<file path="config.mk">
export PLATFORM = sky130hd
export DESIGN_NAME = noc_vc_input_buffer
export DESIGN_NICKNAME = d
export VERILOG_FILES = /design/src/rtl/noc_buf_pkg.sv /design/src/rtl/noc_vc_fifo.sv /design/src/rtl/noc_vc_input_buffer.sv
export SDC_FILE = /design/constraint.sdc
export NUM_CORES = 1
export LEC_CHECK = 0
export CAP_MARGIN = 20
export CORE_MARGIN = 4
export CORE_UTILIZATION = 35
export DETAILED_ROUTE_END_ITERATION = 10
export SYNTH_ARGS = -nofsm -noshare
export SYNTH_HDL_FRONTEND = slang
export SYNTH_HIERARCHICAL = 1
export SYNTH_SLANG_ARGS = --single-unit
</file>
<file path="constraint.sdc">
create_clock -name clk -period 7.7 [get_ports clk]
set_input_delay 0.77 -clock clk [delete_from_list [all_inputs] [get_ports clk]]
set_output_delay 0.77 -clock clk [all_outputs]
set_load 0.02 [all_outputs]
</file>
<file path="src/rtl/noc_buf_pkg.sv">
// Shared types and helpers for the NoC virtual-channel input buffer.
package noc_buf_pkg;

  localparam int DATA_W_DEF = 16;

  typedef logic [DATA_W_DEF-1:0] flit_t;

  // Width of a VC index; a single-VC buffer still carries a 1-bit index.
  function automatic int vc_w(input int n);
    return (n > 1) ? $clog2(n) : 1;
  endfunction

endpackage

</file>
<file path="src/rtl/noc_vc_fifo.sv">
// One virtual-channel FIFO: circular storage, wrapping pointers and an
// occupancy count. Push/pop are already qualified by the caller; flush wins.
module noc_vc_fifo import noc_buf_pkg::*; #(
  parameter int DATA_W = DATA_W_DEF,
  parameter int DEPTH  = 4
)(
  input  logic              clk,
  input  logic              reset,
  input  logic              push,
  input  logic              pop,
  input  logic              flush,
  input  logic [DATA_W-1:0] din,
  output logic [DATA_W-1:0] head,
  output logic              empty,
  output logic              full
);

  localparam int PTR_W = (DEPTH > 1) ? $clog2(DEPTH) : 1;
  localparam int CNT_W = $clog2(DEPTH + 1);

  logic [DATA_W-1:0] mem [DEPTH];
  logic [PTR_W-1:0]  wr_ptr, rd_ptr;
  logic [CNT_W-1:0]  count;

  // Pointers wrap explicitly so DEPTH need not be a power of two.
  function automatic logic [PTR_W-1:0] ptr_inc(input logic [PTR_W-1:0] p);
    return (p == PTR_W'(DEPTH - 1)) ? '0 : p + PTR_W'(1);
  endfunction

  assign head  = mem[rd_ptr];
  assign empty = (count == '0);
  assign full  = (count == CNT_W'(DEPTH));

  // Storage is not reset; only accepted, non-flushed pushes write.
  always_ff @(posedge clk) begin
    if (push && !flush) mem[wr_ptr] <= din;
  end

  // Pointer and occupancy bookkeeping; flush returns the VC to empty.
  always_ff @(posedge clk or posedge reset) begin
    if (reset) begin
      wr_ptr <= '0;
      rd_ptr <= '0;
      count  <= '0;
    end else if (flush) begin
      wr_ptr <= '0;
      rd_ptr <= '0;
      count  <= '0;
    end else begin
      if (push) wr_ptr <= ptr_inc(wr_ptr);
      if (pop)  rd_ptr <= ptr_inc(rd_ptr);
      case ({push, pop})
        2'b10:   count <= count + CNT_W'(1);
        2'b01:   count <= count - CNT_W'(1);
        default: count <= count;
      endcase
    end
  end

endmodule

</file>
<file path="src/rtl/noc_vc_input_buffer.sv">
// Router input buffer: NUM_VC independent FIFOs, one write and one pop per
// cycle, registered pop data with a one-hot credit back to upstream.
module noc_vc_input_buffer import noc_buf_pkg::*; #(
  parameter  int DATA_W = DATA_W_DEF,
  parameter  int DEPTH  = 4,
  parameter  int NUM_VC = 2,
  localparam int VC_W   = vc_w(NUM_VC)
)(
  input  logic              clk,
  input  logic              reset,
  input  logic              buf_write_i,
  input  logic [VC_W-1:0]   buf_wr_vc_i,
  input  logic [DATA_W-1:0] buf_data_i,
  input  logic              buf_read_i,
  input  logic [VC_W-1:0]   buf_rd_vc_i,
  input  logic [NUM_VC-1:0] buf_flush_i,
  output logic [NUM_VC-1:0] buf_empty_o,
  output logic [NUM_VC-1:0] buf_full_o,
  output logic              buf_valid_o,
  output logic [DATA_W-1:0] buf_data_o,
  output logic [VC_W-1:0]   buf_vc_o,
  output logic [NUM_VC-1:0] buf_credit_o,
  output logic              buf_overflow_o
);

  logic [NUM_VC-1:0]             wr_hit, rd_hit, push, pop, drop;
  logic [NUM_VC-1:0][DATA_W-1:0] head;
  logic [DATA_W-1:0]             head_sel;
  logic                          ovf_nxt;

  // Decode requests per VC. A pop needs a non-empty VC at the start of the
  // cycle (no bypass); a write to a full VC survives only alongside a pop.
  // An out-of-range write index matches no VC and counts as dropped.
  always_comb begin
    wr_hit   = '0;
    rd_hit   = '0;
    push     = '0;
    pop      = '0;
    drop     = '0;
    head_sel = '0;
    for (int v = 0; v < NUM_VC; v++) begin
      wr_hit[v] = buf_write_i && (buf_wr_vc_i == VC_W'(v));
      rd_hit[v] = buf_read_i  && (buf_rd_vc_i == VC_W'(v));
      pop[v]    = rd_hit[v] && !buf_empty_o[v] && !buf_flush_i[v];
      push[v]   = wr_hit[v] && !buf_flush_i[v] && (!buf_full_o[v] || pop[v]);
      drop[v]   = wr_hit[v] && !buf_flush_i[v] && buf_full_o[v] && !pop[v];
      head_sel  = head_sel | (head[v] & {DATA_W{pop[v]}});
    end
    ovf_nxt = (|drop) || (buf_write_i && !(|wr_hit));
  end

  for (genvar v = 0; v < NUM_VC; v++) begin : g_vc
    noc_vc_fifo #(.DATA_W(DATA_W), .DEPTH(DEPTH)) u_fifo (
      .clk   (clk),
      .reset (reset),
      .push  (push[v]),
      .pop   (pop[v]),
      .flush (buf_flush_i[v]),
      .din   (buf_data_i),
      .head  (head[v]),
      .empty (buf_empty_o[v]),
      .full  (buf_full_o[v])
    );
  end

  // Output stage: one-cycle pop latency; data and VC hold between pops.
  always_ff @(posedge clk or posedge reset) begin
    if (reset) begin
      buf_valid_o    <= 1'b0;
      buf_data_o     <= '0;
      buf_vc_o       <= '0;
      buf_credit_o   <= '0;
      buf_overflow_o <= 1'b0;
    end else begin
      buf_valid_o    <= |pop;
      buf_credit_o   <= pop;
      buf_overflow_o <= ovf_nxt;
      if (|pop) begin
        buf_data_o <= head_sel;
        buf_vc_o   <= buf_rd_vc_i;
      end
    end
  end

endmodule

</file>
# After elaboration in Yosys (flattened, before gate mapping)
# Memory sizes are Yosys's and may differ from the RTL's.
# Index checks and enable logic that the tools add are counted.
# op_classes
eq_ne,10
muxes,20
n_div,0
multipliers,0
n_reduce_logical,42
n_shift,0
add_sub_neg,8
bitwise_logic,5
n_lt_le_gt_ge,0
# ops
cell,count
$and A16 B16 Y16,2
$mux W2,12
$logic_and A1 B1 Y1,19
$or A16 B16 Y16,1
$eq A2 B2 Y1 const B,6
$pmux W3 S2,2
$logic_not A1 Y1,9
$add A2 B1 Y2 const B,4
$reduce_bool A2 Y1,4
$add A3 B1 Y3 const B,2
$eq A3 B3 Y1 const B,2
$logic_not A3 Y1,2
$mux W3,2
$reduce_bool A3 Y1,2
$reduce_or A2 Y1,3
$sub A3 B1 Y3 const B,2
$eq A2 B1 Y1 const B,2
$mux W1,4
$logic_or A1 B1 Y1,3
$not A1 Y1,2
# totals
output_inout_bits,25
ram_bits,128
word_cells,98
mem_bits_ro,0
mem_count,2
register_bits,35
latchBits,0
# mem_list
memory,depth,width,read_ports,rd_ports_with_merged_regs,wr,line,rtl
g_vc[0].u_fifo.mem,4,16,1,0,1,noc_vc_fifo.sv:21,logic [DATA_W-1:0] mem [DEPTH];
g_vc[1].u_fifo.mem,4,16,1,0,1,noc_vc_fifo.sv:21,

# Longest topological paths before layout
# Gate-level depths: netlist of run 1.
# logic_depth
ltp_word,9
mapped_depth,10
mapped_depth_nobuf,8

# Cells and area by module
# The synthesis of run 1 kept the hierarchy.
# by_module_without_submodules
module,area_each_um2,instances,cells_per_inst
noc_vc_fifo (g_vc[0].u_fifo),2817.7,1,131
noc_vc_fifo (g_vc[1].u_fifo),2792.7,1,128
noc_vc_input_buffer,970.9,1,91

# Worst setup path before layout of run 1
# Ideal clock, no wire load.
# synth_path
path_kind,input to register
start,in buf_rd_vc_i
end,mem g_vc[0].u_fifo/mem[3][0] (netlist bit) (enable)
slack_ns,4.885
path_stages,6
n_path_buf,2
arrival_ns,2.441
cell_sequence,or4b_4 -> buf_6 -> a21oi_1 -> buf_2 -> nor2b_1 -> and2_1
# synth_between
elab_chain_cells,9
# synth_lines
item,line,rtl
"start, declared",noc_vc_input_buffer.sv:15,"input logic [VC_W-1:0] buf_rd_vc_i,"
$not A1 Y1,noc_vc_input_buffer.sv:43,rd_hit[v] = buf_read_i && (buf_rd_vc_i == VC_W'(v));
$logic_and A1 B1 Y1,noc_vc_input_buffer.sv:43,
$logic_and A1 B1 Y1 (2 in series),noc_vc_input_buffer.sv:44,pop[v] = rd_hit[v] && !buf_empty_o[v] && !buf_flush_i[v];
$logic_or A1 B1 Y1,noc_vc_input_buffer.sv:45,push[v] = wr_hit[v] && !buf_flush_i[v] && (!buf_full_o[v] || pop[v]);
$logic_and A1 B1 Y1,noc_vc_input_buffer.sv:45,
net push[0],noc_vc_input_buffer.sv:26,"logic [NUM_VC-1:0] wr_hit, rd_hit, push, pop, drop;"
$logic_and A1 B1 Y1,noc_vc_fifo.sv:36,if (push && !flush) mem[wr_ptr] <= din;
$mux W1,noc_vc_fifo.sv:36,
$mux W1 (not written as such),noc_vc_fifo.sv:36,
"end, declared",noc_vc_fifo.sv:21,
# The timed path passes the listed nets, and every way through them passes these cells.

# Worst setup path after layout of run 1
# layout_path
start,in buf_flush_i[1]
end,mem g_vc[1].u_fifo/mem[1][11] (netlist bit) (enable)
# layout_between
elab_chain_cells,7
# layout_lines
item,line,rtl
"start, declared",noc_vc_input_buffer.sv:16,"input logic [NUM_VC-1:0] buf_flush_i,"
$logic_not A1 Y1 (*),"noc_vc_input_buffer.sv:44, noc_vc_input_buffer.sv:45",
$logic_and A1 B1 Y1,noc_vc_input_buffer.sv:44,
$logic_or A1 B1 Y1,noc_vc_input_buffer.sv:45,
$logic_and A1 B1 Y1 (*),noc_vc_input_buffer.sv:45,
net push[1],noc_vc_input_buffer.sv:26,
$logic_and A1 B1 Y1 (*),noc_vc_fifo.sv:36,
$mux W1 (*),noc_vc_fifo.sv:36,
$mux W1 (not written as such) (*),noc_vc_fifo.sv:36,
"end, declared",noc_vc_fifo.sv:21,
# Mark *: on every way through the listed nets, which the timed path passes. The rest lies on a longest branch.

==> flow_metrics.py, run 1 <==
metrics = {
    "worst_setup_path": {
        "critPathRequiredTime_ns": 7.74,
        "crit_fanout": 21,
        "critPathCaptureType": "flop",
        "cp_num_cells": 5,
        "slowest_delay_ns": 0.94,
        "cp_slowest_cell": "nand4bb_1",
        "crit_family": "simple AND/OR/NAND/NOR gates",
        "path_class": "primary input to flop",
        "crit_buf_inv": 1,
        "reg2reg_depth": 5,
        "cp_cell_sequence": "clkdlybuf4s50_1 > nand4bb_1 > a21oi_1 > nor2b_1 > and2_1",
        "critPathArrivalTime_ns": 4.19,
        "critPathLaunchType": "primary input",
    },
    "synthesis": {
        "synth_fp_nets": 385,
        "netlist_instances": 350,
        "yosysWarnings": 6,
        "yosys.cell_types.count": 33,
        "ys_ff_latch": 163,
        "synth.most_common_cell": "edfxtp_1",
        "yosys.area.top_type_share_pct": 58.4,
        "synth_top_flop_cell": "edfxtp_1",
        "syn_area_mm2": 0.00658,
        "synth_top_cells_by_count": "edfxtp_1 (128), dfrtp_1 (35), nand2_1 (23)",
        "avgSynthCellArea_um2": 18.8,
        "ys_seq_area_share_pct": 71.7,
        "synth_area_leader_cell": "edfxtp_1",
        "synth_area_leaders": "edfxtp_1 (58%), dfrtp_1 (13%), mux4_1 (6.4%), mux4_2 (5.5%), a22oi_2 (1.7%)",
        "ys_async_sr_fraction_pct": 21.5,
        "synth_edf_count": 128,
    },
    "die": {
        "initial_core_util_pct": 36.1,
        "die_w_um": 145,
        "coreArea_mm2": 0.0182,
        "io_pins": 49,
        "die_h_um": 145,
        "design.die.area_mm2": 0.0211,
        "rows": 49,
    },
    "clocking": {
        "cts_tree": "yes",
        "cts.hold.buffers_added": 0,
        "cts_buffers": 17,
        "cts_buffer_depth": 2,
        "clock_latency_ns": 0.42,
        "cts_resized": 0,
        "h-tree-depth": 4,
        "clock-root-buffer": "clkbuf_16",
        "cts_setup_buffers": 0,
        "path_clk_slew_ns": 0.06,
        "cts_sinks": 163,
    },
    "routing": {
        "route.met3.wl_um": 499,
        "vias": 3178,
        "drc": 0,
        "first_iter_violations": 194,
        "finalWirelength_mm": 13.0,
        "wl_met2_mm": 7.06,
        "highest_layer": "met4",
        "drt_pass1_iterations": 4,
        "via_per_inst": 4.95,
        "met1_length_mm": 5.36,
        "ant_nets": 0,
        "wire_per_inst_um": 20.3,
    },
    "power_and_ir_drop": {
        "peakVddDrop_mv": 0.136,
        "p_leak_nw": 2.76,
        "p_seq_share_pct": 48.6,
        "p_per_area_mw_per_mm2": 271,
        "power_frac_comb_pct": 10.7,
        "pwr-share-clk_pct": 40.7,
        "internal_power_w": 0.00165,
        "switching_share_pct": 22.8,
        "switching_power_w": 0.000486,
    },
    "hold_path": {
        "hp-class": "flop to flop",
        "hold_path_depth": 2,
    },
    "global_routing": {
        "grt_pass1_vias": 3453,
        "grt.total_usage_pct": 12.8,
        "grt_pass1_wl_mm": 19.9,
        "grt_overflow": 0,
        "grt_max_degree": 24,
        "antenna_found_initial": 0,
    },
    "cells_and_area": {
        "stdcell_count": 642,
        "nets": 435,
        "antennaDiodeCount": 0,
        "final_area_mm2": 0.00786,
        "drive_gt1_share_pct": 13.8,
        "postLayoutCoreUtil_pct": 43.2,
        "area_growth_syn_to_layout_pct": 19.5,
    },
    "sta": {
        "min_period_over_period_pct": 53.9,
        "grt_setup_unrepaired": "false",
        "finalSetupTns_ns": 0,
        "hold_viol": 0,
        "drv_slew": 0,
        "tightestPinTransition_ns": 0.968,
        "clock_skew_ns": 0.00963,
        "setup_ws_ns": 3.55,
        "setup_viol": 0,
        "max_clock_freq_mhz": 241,
        "worst_slew_margin_rel_pct": 35.1,
        "final.min_clock_period_ns": 4.15,
    },
    "job": {
        "drv_cap": 0,
    },
    "outcome": {
        "outcome": "complete, no violations",
    },
    "placed_design": {
        "post-place-cells": 608,
        "gp_congestion": 0.743,
        "post-place-ws_ns": 3.12,
        "dp_hpwl_mm": 8.73,
        "port_buffers": 48,
        "dpl_cell_area_mm2": 0.00719,
    },
}
worst register-to-register path: cells and delay by family, from the launching register on:
family | cells | cell delay [ns]
compound gates | 1 | 0.83
simple gates | 4 | 1.98
flops | 1 | 0.43
stage by stage:
step	total power, W	hold slack, ns
finish	0.00213	0.490
global route	0.00221	0.518
CTS	0.00216	0.495
detailed placement	0.00129	0.480
global placement	0.00128	0.475
floorplan	0.00115	0.538
flip-flops by register name, summed over array words and instances (netlist names):
| name | cells |
|---|---|
| buf_vc_o | 1 |
| g_vc.u_fifo/rd_ptr | 4 |
| g_vc.u_fifo/mem | 128 |
| buf_credit_o | 2 |
| g_vc.u_fifo/count | 6 |
| buf_data_o | 16 |
| g_vc.u_fifo/wr_ptr | 4 |
| buf_valid_o | 1 |
| buf_overflow_o | 1 |
power groups by stage:
stage | clock, W | sequential (W) | combinational, W
2_1_floorplan | 0 | 0.00108 | 0.0000636
3_3_place_gp | 0 | 0.00106 | 0.000224
3_5_place_dp | 0 | 0.00106 | 0.000229
4_1_cts | 0.000890 | 0.00104 | 0.000230
5_1_grt | 0.000927 | 0.00104 | 0.000247
6_report | 0.000869 | 0.00104 | 0.000228
metal layers:
metal  vias up  global-route usage, %
met1      1635                   14.8
met3        10                   3.96
met4         0                   4.27
li1       1470                      -
met2        63                   22.7
met5         -                      0
final timing paths:
kind | start | endpoint | slack (ns)
worst min register to register | buf_vc_o | buf_vc_o | 0.49
min in group asynchronous | reset | g_vc[1].u_fifo/count[2] | 0.68
max in group asynchronous | reset | buf_credit_o[0] | 6.26
worst max register to register | g_vc[1].u_fifo/count[0] | g_vc[1].u_fifo/mem[1][11] | 4.08
worst max-delay path | buf_flush_i[1] | g_vc[1].u_fifo/mem[1][11] | 3.55
worst min-delay path | buf_vc_o | buf_vc_o | 0.49
cells by family after synthesis:
group           after synthesis  share of synthesized area [%]
compound gates               21                           2.91
xor+xnor                      7                          0.932
fa+ha+maj                    11                           2.32
buf+inv                      28                           2.93
flops                       163                           71.7
mux                          39                           12.9
simple gates                 81                           6.27
layout make-up:
cell class / instances / area [um^2]
Clock buffer: 20 / 437
Sequential cell: 163 / 4720
Fill cell: 1554 / 10300
Multi-Input combinational cell: 159 / 1670
Timing Repair Buffer: 50 / 536
Inverter: 9 / 38.8
Clock inverter: 12 / 176
Tap cell: 229 / 287
layout by cell type (no fill, tap or decap), drive strengths merged, types with 3 or more instances in the layout:
| master | Yosys | layout |
|---|---|---|
| clkinv | 1 | 6 |
| a22oi | 16 | 16 |
| edfxtp | 128 | 128 |
| and2 | 8 | 8 |
| inv | 8 | 11 |
| mux2i | 7 | 7 |
| xnor2 | 4 | 4 |
| clkbuf | 5 | 20 |
| nor3b | 6 | 6 |
| ha | 9 | 9 |
| nor2 | 15 | 15 |
| nand3 | 16 | 16 |
| bufinv | 0 | 4 |
| nor3 | 4 | 4 |
| nor2b | 4 | 4 |
| nand2 | 23 | 23 |
| mux4 | 32 | 32 |
| xor2 | 3 | 3 |
| clkdlybuf4s50 | 0 | 48 |
| dfrtp | 35 | 35 |
(Power assumes the default switching activity.)
==> inputs of run 2 (changes only) <==
==> constraint.sdc (replaced) <==
create_clock -name clk -period 3.85 [get_ports clk]
set_input_delay 0.385 -clock clk [delete_from_list [all_inputs] [get_ports clk]]
set_output_delay 0.385 -clock clk [all_outputs]
set_load 0.02 [all_outputs]
==> run 2 against run 1 <==
Effect of this change: core utilization rose by 0.096 points; global-route usage fell by 0.24 points; power rose by 92%; combinational power rose by 98%; worst hold slack got worse by 0.18 ns; wire length fell by 3.9%; non-clock buffer count rose by 12; flip-flop and latch count did not move; die area did not move.
==> flow_metrics.py, run 2 (synthesized netlist as in run 1, its figures left out) <==
metrics = {
    "outcome": {
        "outcome": "complete, no violations",
    },
    "routing": {
        "drt_pass1_iterations": 4,
        "ant_nets": 0,
        "wire_per_inst_um": 19.1,
        "finalWirelength_mm": 12.5,
        "drc": 0,
        "vias": 3265,
        "via_per_inst": 4.99,
        "first_iter_violations": 158,
    },
    "power_and_ir_drop": {
        "p_leak_nw": 2.79,
        "p_per_area_mw_per_mm2": 519,
        "total_power_w": 0.00409,
        "peakVddDrop_mv": 0.276,
    },
    "global_routing": {
        "grt_pass1_wl_mm": 20.0,
        "grt_max_degree": 24,
        "grt_overflow": 0,
        "grt.total_usage_pct": 12.6,
        "grt_pass1_vias": 3483,
        "antenna_found_initial": 0,
    },
    "worst_setup_path": {
        "critPathArrivalTime_ns": 3.12,
        "cp_cell_sequence": "clkdlybuf4s50_1 > or4b_4 > a21oi_1 > buf_4 > nor2b_1 > fa_1 > and3b_1 > o21ai_0 > nor3b_1",
        "critPathRequiredTime_ns": 4.18,
        "cp_slowest_cell": "or4b_4",
        "slowest_delay_ns": 0.77,
        "path_class": "primary input to flop",
        "critPathLaunchType": "primary input",
        "crit_fanout": 21,
        "critPathCaptureType": "flop",
    },
    "sta": {
        "tightestPinTransition_ns": 0.942,
        "setup_viol": 0,
        "finalSetupTns_ns": 0,
        "hold_ws_ns": 0.308,
        "worst_slew_margin_rel_pct": 37.2,
        "max_clock_freq_mhz": 358,
        "min_period_over_period_pct": 72.6,
        "final.min_clock_period_ns": 2.79,
        "hold_viol": 0,
        "drv_slew": 0,
        "grt_setup_unrepaired": "false",
        "clock_skew_ns": 0.0103,
    },
    "placed_design": {
        "port_buffers": 48,
        "gp_congestion": 0.741,
        "dp_hpwl_mm": 7.90,
    },
    "cells_and_area": {
        "top_register": "g_vc.u_fifo/mem",
        "antennaDiodeCount": 0,
        "nets": 447,
        "reg_top3": "g_vc.u_fifo/mem (128), buf_data_o (16), g_vc.u_fifo/count (6)",
        "mostFrequentLayoutCells": "edfxtp_1 (128), clkdlybuf4s50_1 (48), dfrtp_1 (35)",
        "drive_gt1_share_pct": 16.7,
        "final_common_cell": "edfxtp_1",
        "largest_register_ff_count": 128,
        "area_growth_syn_to_layout_pct": 19.7,
    },
    "die": {
        "rows": 49,
        "io_pins": 49,
        "die_h_um": 145,
        "initial_core_util_pct": 36.1,
        "design.die.area_mm2": 0.0211,
        "coreArea_mm2": 0.0182,
        "die_w_um": 145,
    },
    "clocking": {
        "cts.hold.buffers_added": 0,
        "clock_latency_ns": 0.42,
        "cts_resized": 0,
        "cts_buffer_depth": 2,
        "clock-root-buffer": "clkbuf_16",
        "h-tree-depth": 4,
        "cts_buffers": 17,
        "path_clk_slew_ns": 0.06,
        "cts_setup_buffers": 0,
        "cts_sinks": 163,
        "cts_tree": "yes",
    },
    "hold_path": {
        "hp-class": "primary input to asynchronous set/reset pin",
    },
    "job": {
        "drv_cap": 0,
    },
}
-- run 2: power breakdown --
group | switching (W) | leakage (nW) | internal (W)
Combinational | 0.000234 | 0.900 | 0.000218
Sequential | 0.0000676 | 1.62 | 0.00199
Clock | 0.000677 | 0.277 | 0.000902
Total | 0.000978 | 2.79 | 0.00311
-- run 2: final timing paths --
check	from	cells past startpoint	slack [ns]	endpoint
worst max-delay path	buf_flush_i[0]	9	1.06	g_vc[0].u_fifo/count[2]
worst min-delay path	reset	2	0.31	g_vc[1].u_fifo/count[1]
worst max register to register	g_vc[0].u_fifo/count[0]	9	1.19	g_vc[0].u_fifo/count[2]
worst min register to register	buf_vc_o	2	0.48	buf_vc_o
max in group asynchronous	reset	2	2.68	buf_data_o[11]
min in group clk	buf_vc_o	2	0.48	buf_vc_o
-- run 2: routing by layer --
| layer | GRT usage [%] | share of wire, % | vias up |
|---|---|---|---|
| met4 | 3.56 | 0.89 | 0 |
| li1 | - | - | 1497 |
| met3 | 3.96 | 5.5 | 11 |
| met1 | 16.5 | 44 | 1670 |
| met2 | 20.4 | 50 | 87 |
| met5 | 0 | 0 | - |
-- run 2: critical path, delay by kind of cell --
family	cells	cell delay, ns
AOI/OAI and AO/OA	2	0.37
adders and majority gates	1	0.37
buffers and inverters	2	0.77
and+or+nand+nor	4	1.22
-- run 2: final cells by class --
class | count | area (um^2)
fillers | 1590 | 10300
flip-flops and latches | 163 | 4720
multi-input cells | 159 | 1670
repair buffers | 62 | 606
clock buffers | 19 | 433
well taps | 229 | 287
clock inverters | 13 | 128
inverters | 9 | 38.8
-- run 2: metrics by stage --
step	instance area (um^2)	worst slack (ns)	cells	util, %
finish	7880	1.06	654	43.3
global placement	7290	0.734	621	40.0
detailed placement	7290	0.645	621	40.0
floorplan	6580	1.16	350	-
global route	7880	0.862	654	43.3
CTS	7850	1.06	653	43.1
